$ cat config.mk
export PLATFORM = sky130hd
export DESIGN_NAME = rni_rlink
export DESIGN_NICKNAME = d
export VERILOG_FILES = /design/src/rtl/rni_rlink.sv
export SDC_FILE = /design/constraint.sdc
export NUM_CORES = 1
export LEC_CHECK = 0
export BUFFER_PORTS_ARGS = -buffer_cell sky130_fd_sc_hd__buf_2
export CAP_MARGIN = 10
export CORE_AREA = 2 2 216 218
export DETAILED_ROUTE_END_ITERATION = 7
export DIE_AREA = 0 0 218 220
export GPL_ROUTABILITY_DRIVEN = 0
export SYNTH_ARGS = -nofsm -noshare
export SYNTH_HDL_FRONTEND = slang
export SYNTH_SLANG_ARGS = --single-unit
$ cat constraint.sdc
create_clock -name clk_i -period 5.71 [get_ports clk_i]
set_clock_uncertainty 0.15 [all_clocks]
set_input_delay 0.2855 -clock clk_i [delete_from_list [all_inputs] [get_ports clk_i]]
set_output_delay 0.2855 -clock clk_i [all_outputs]
set_load 0.01 [all_outputs]
$ cat src/rtl/rni_rlink.sv
// rni_rlink: AXI4 R-channel egress for the RNI.
// Keeps an in-order queue of accepted read bursts (ID, length) and pairs each
// with beats from the read-data buffer. It drives a registered R output stage.
// Optional feature macro: RNI_RLINK_ERR_STICKY_EN. When it is defined, RRESP
// carries the worst response seen so far in the current burst.
module rni_rlink #(
  parameter int ID_W      = 11,
  parameter int DATA_W    = 256,
  parameter int LEN_W     = 8,
  parameter int CMD_DEPTH = 4
) (
  input  logic              clk_i,
  input  logic              rst_i,
  input  logic              cmd_valid_i,
  input  logic [ID_W-1:0]   cmd_id_i,
  input  logic [LEN_W-1:0]  cmd_len_i,
  output logic              cmd_ready_o,
  input  logic              dbuf_valid_i,
  input  logic [DATA_W-1:0] dbuf_data_i,
  input  logic [1:0]        dbuf_resp_i,
  output logic              dbuf_ready_o,
  output logic              RVALID,
  output logic [ID_W-1:0]   RID,
  output logic [DATA_W-1:0] RDATA,
  output logic [1:0]        RRESP,
  output logic              RLAST,
  input  logic              RREADY,
  output logic              idle_o
);

  localparam int PTR_W = $clog2(CMD_DEPTH);
  localparam int CNT_W = PTR_W + 1;

  logic [ID_W-1:0]   r_idMem  [CMD_DEPTH];
  logic [LEN_W-1:0]  r_lenMem [CMD_DEPTH];
  logic [PTR_W-1:0]  r_wrPtr;
  logic [PTR_W-1:0]  r_rdPtr;
  logic [CNT_W-1:0]  r_count;
  logic [LEN_W-1:0]  r_beatCnt;

  logic              r_rvalid;
  logic [ID_W-1:0]   r_rid;
  logic [DATA_W-1:0] r_rdata;
  logic [1:0]        r_rresp;
  logic              r_rlast;

  logic              w_empty;
  logic              w_full;
  logic              w_push;
  logic              w_pop;
  logic              w_ld;
  logic              w_xfer;
  logic              w_last;
  logic [ID_W-1:0]   w_headId;
  logic [LEN_W-1:0]  w_headLen;
  logic [1:0]        w_resp;

  assign w_empty   = (r_count == '0);
  assign w_full    = (r_count == CNT_W'(CMD_DEPTH));
  assign w_headId  = r_idMem[r_rdPtr];
  assign w_headLen = r_lenMem[r_rdPtr];

  assign cmd_ready_o  = ~w_full;
  assign w_push       = cmd_valid_i & ~w_full;
  assign w_ld         = ~r_rvalid | RREADY;
  assign dbuf_ready_o = ~w_empty & w_ld;
  assign w_xfer       = dbuf_valid_i & dbuf_ready_o;
  assign w_last       = (r_beatCnt == w_headLen);
  assign w_pop        = w_xfer & w_last;

  assign RVALID = r_rvalid;
  assign RID    = r_rid;
  assign RDATA  = r_rdata;
  assign RRESP  = r_rresp;
  assign RLAST  = r_rlast;
  assign idle_o = w_empty & ~r_rvalid;

`ifdef RNI_RLINK_ERR_STICKY_EN
  logic [1:0] r_sticky;

  // Track the worst response of the burst; it restarts clean after the last beat
  always_ff @(posedge clk_i or negedge rst_i) begin
    if (!rst_i) begin
      r_sticky <= 2'b00;
    end else if (w_xfer) begin
      r_sticky <= w_last ? 2'b00 : w_resp;
    end
  end

  assign w_resp = (dbuf_resp_i > r_sticky) ? dbuf_resp_i : r_sticky;
`else
  assign w_resp = dbuf_resp_i;
`endif

  // Descriptor storage; contents need no reset because the count gates their use
  always_ff @(posedge clk_i) begin
    if (w_push) begin
      r_idMem[r_wrPtr]  <= cmd_id_i;
      r_lenMem[r_wrPtr] <= cmd_len_i;
    end
  end

  // Queue pointers and fill count; a push and a pop together leave the count unchanged
  always_ff @(posedge clk_i or negedge rst_i) begin
    if (!rst_i) begin
      r_wrPtr <= '0;
      r_rdPtr <= '0;
      r_count <= '0;
    end else begin
      if (w_push) r_wrPtr <= r_wrPtr + PTR_W'(1);
      if (w_pop)  r_rdPtr <= r_rdPtr + PTR_W'(1);
      case ({w_push, w_pop})
        2'b10:   r_count <= r_count + CNT_W'(1);
        2'b01:   r_count <= r_count - CNT_W'(1);
        default: r_count <= r_count;
      endcase
    end
  end

  // Beat position inside the head burst; it wraps to zero when the last beat leaves
  always_ff @(posedge clk_i or negedge rst_i) begin
    if (!rst_i) begin
      r_beatCnt <= '0;
    end else if (w_xfer) begin
      r_beatCnt <= w_last ? '0 : r_beatCnt + LEN_W'(1);
    end
  end

  // Registered R stage: load on a transfer and drop valid when it drains with nothing new
  always_ff @(posedge clk_i or negedge rst_i) begin
    if (!rst_i) begin
      r_rvalid <= 1'b0;
      r_rid    <= '0;
      r_rdata  <= '0;
      r_rresp  <= 2'b00;
      r_rlast  <= 1'b0;
    end else if (w_xfer) begin
      r_rvalid <= 1'b1;
      r_rid    <= w_headId;
      r_rdata  <= dbuf_data_i;
      r_rresp  <= w_resp;
      r_rlast  <= w_last;
    end else if (w_ld) begin
      r_rvalid <= 1'b0;
    end
  end

endmodule

==> run_results.csv <==
group,metric,value,unit
status,outcome,"complete, no violations",
cells_and_area,finish.net_count,2444,
cells_and_area,postLayoutCoreUtil,46.4,%
clock_tree,cts_sinks,362,
die,design.die.area,48000,µm²
sta,setup_viol,0,
sta,max-slew-margin-rel,28.5,%
min_path,worstHoldPathType,"input pin to async pin",
detailed_routing,route.antenna.remaining_nets,0,
detailed_routing,first_pass_iters,5,
power,pwr_density_cell,501,nW/µm²
logic_synthesis,ranking_of_synthesized_cells_by_area,"dfrtp_1 52%, nand2_1 22%, edfxtp_1 17%",
cells_and_area,flow.area_growth_from_synthesis,54.7,%
die,ios,556,
cells_and_area,drive_above_1_share,29.6,%
global_routing,grt_first_pass_wirelength,65.3,mm
power,power_leakage,11.1,nW
logic_synthesis,ys_async_sr_fraction,79.0,%
sta,totalNegativeSetupSlack,0,ps
sta,timing.final.max_slew_violations,0,
clock_tree,tritoncts,"built",
logic_synthesis,post-synth-top-area-cell,"dfrtp_1",
clock_tree,post_cts.repair.setup_buffers,0,
logic_synthesis,mappedNetlistNets,1622,
clock_tree,tritoncts_buffers,40,
placement,placed_area,17100,µm²
worst_setup_path,critical_path_peak_fanout,15,
power,p_seq_share,40.9,%
power,p_switching,0.00387,W
die,die_width,218,µm
detailed_routing,initialDrtViolationCount,911,
logic_synthesis,synthTopCellsByCount,"819 x nand2_1, 286 x dfrtp_1, 76 x edfxtp_1",
global_routing,groute.usage.overall,17.1,%
clock_tree,number_of_resized_instances_in_the_post_cts_repair_step,0,
logic_synthesis,synth_sequential_area_ratio,68.7,%
die,initial_core_util,30.0,%
die,placeableCoreArea,45900,µm²
detailed_routing,vias,12200,
logic_synthesis,post_synth_num_cell_types,29,
sta,timing_hold_violations_final,0,
die,die_h,220,µm
logic_synthesis,synth_enable_flop_cells,76,
global_routing,initial_antenna_violation_count,3,
detailed_routing,wl_per_cell,15.5,µm
global_routing,first_global_vias,12400,
placement,post-dp-hpwl,28.1,mm
die,floorplan.rows,79,
run,cap_violations,0,
logic_synthesis,synthCells,1333,
worst_setup_path,worstSetupStartpointType,"flip-flop",
sta,timing_worst_slew_pin_value,1070,ps
clock_tree,cts.path.max_buffers,3,
worst_setup_path,slack_of_the_worst_reg_to_reg_path,1790,ps
logic_synthesis,netlist.area_leader.share,52.1,%
logic_synthesis,synthMostInstantiatedCell,"nand2_1",
global_routing,maximum_number_of_pins_on_one_net_before_global_route_repair,133,
cells_and_area,number_of_non_filler_instances_in_the_completed_layout,2792,
clock_tree,count_of_hold_fix_buffers_inserted_at_cts,280,
logic_synthesis,synthFlopType,"dfrtp_1",
power,netSwitchingFraction,36.3,%
worst_setup_path,required,6010,ps
clock_tree,ctsHtreeMaxLevel,2,
logic_synthesis,yosys_register_bits,362,
detailed_routing,drc_errors,0,
sta,fin_hold_ws,212,ps
worst_setup_path,timing.setup.critical_path_class,"flip-flop to flip-flop",
sta,fin_crit,3920,ps
clock_tree,clk_root_buffer_cell,"clkbuf_16",
cells_and_area,fillCellCount,4170,
logic_synthesis,postSynthAreaPerCell,10.3,µm²
logic_synthesis,synth-warning-count,0,
detailed_routing,postRouteWirelength,43.4,mm
placement,placement.io_buffers,555,
sta,rsz0062_at_grt,"false",
power,combinationalPowerShare,34.4,%
worst_setup_path,worst_setup_path_end_kind,"flip-flop",
worst_setup_path,worstPathArrival,4220,ps
global_routing,grt-ovfl-total,0,
placement,post-place-cells,2440,
sta,period_share,68.7,%
clock_tree,later_pin_clock_latency_in_the_skew_report,540,ps
cells_and_area,postLayoutCellArea,21300,µm²
detailed_routing,vias_per_cell,4.36,
clock_tree,clkSlewWorstSetupHoldPaths,60,ps
logic_synthesis,netlist_area,13700,µm²
power,power_frac_clock,24.7,%
sta,fmax,255,MHz
power,power.internal,0.00678,W
power,largest_vdd_supply_drop,0.000373,V
layout make-up:
class                           instances  area [µm²]  area share, %
Antenna cell                            1        2.50         0.0118
Multi-Input combinational cell        900        4020           18.9
Clock inverter                         12         170          0.800
Tap cell                              607         759           3.57
Clock buffer                           59        1160           5.47
Inverter                                7        26.3          0.124
Sequential cell                       362        9440           44.4
Timing Repair Buffer                  844        5680           26.7
worst max-delay path, cell delays in order (launching register included):
cell,delay [ps]
dfrtp_1,940
buf_4,320
mux4_2,540
xnor2_2,150
nand4_2,150
nor3_4,410
ha_1,270
inv_1,60
fa_1,380
xor2_1,150
nor2_1,140
xor2_1,160
power groups by stage:
stage / combinational (W) / clock (W) / sequential, W
after global placement: 0.00348 / 0 / 0.00433
after CTS: 0.00370 / 0.00271 / 0.00435
after detailed placement: 0.00353 / 0 / 0.00437
after floorplan: 0.00139 / 0 / 0.00479
final: 0.00367 / 0.00263 / 0.00436
after global routing: 0.00406 / 0.00282 / 0.00448
stage by stage:
| stage | power, W | setup slack [ps] |
|---|---|---|
| finish | 0.0107 | 1790 |
| global route | 0.0114 | 1510 |
| CTS | 0.0108 | 1700 |
| detailed placement | 0.00790 | 1800 |
| global placement | 0.00781 | 1790 |
| floorplan | 0.00618 | 2770 |
final timing paths:
path                              start          to  cells past startpoint
hold / removal                    rst_i      RID[1]                      2
hold reg to reg              RDATA[162]  RDATA[162]                      2
max in group asynchronous         rst_i  RDATA[215]                      3
setup / recovery             r_rdPtr[0]  r_count[2]                     11
min in group clk_i         dbuf_valid_i  RDATA[211]                      4
setup reg to reg             r_rdPtr[0]  r_count[2]                     11
placed cells by master (no fill, tap or decap), types with 2 or more instances in the layout:
cell type      Yosys  layout
nand2_1          819     818
buf_2             22     554
dfrtp_1          286     286
dlygate4sd3_1      0     280
edfxtp_1          76      76
clkbuf_16          0      41
mux4_2            17      17
xnor2_1           14      14
clkbuf_1          37      11
nor2_1             9       9
inv_1              7       7
clkbuf_8           0       7
buf_4              0       7
o21ai_0            6       6
ha_1               6       6
and3_1             5       4
bufinv_16          0       4
xnor2_2            3       3
xor2_1             3       3
and2_1             2       2
mux4_1             2       2
nand4_1            2       2
nor3_1             2       2
nor4_1             2       2
inv_6              0       2
clkinv_1           0       2
clkinvlp_4         0       2
clkinv_2           0       2
buf_12             0       2
routing by layer:
metal  track usage (%)  routed length [µm]  up-vias
li1                  -                   -     5800
met1              21.3               17800     5826
met2              28.8               21200      454
met3              4.13                2970      103
met4              6.69                1430        4
met5                 0                  24        -
flip-flops by register name, indices dropped and copies added, names as in the netlist:
| register | cells |
|---|---|
| r_count | 3 |
| r_lenMem | 32 |
| r_idMem | 44 |
| r_beatCnt | 8 |
| RID | 11 |
| RLAST | 1 |
| RRESP | 2 |
| RDATA | 256 |
| r_rdPtr | 2 |
| r_wrPtr | 2 |
| RVALID | 1 |
kinds of logic (layout without fill, tap and decap cells):
logic type	count (synthesis)	after routing	share of synthesized area, %
adders and majority gates	7	7	0.692
xor gates and xnor gates	20	20	1.44
buffers and inverters	71	922	2.19
other	0	1	0
DFF	362	362	68.7
muxes	19	19	3.17
AOI/OAI and AO/OA	7	7	0.273
and+or+nand+nor	847	847	23.6
Power figures use the tool's default switching activity.
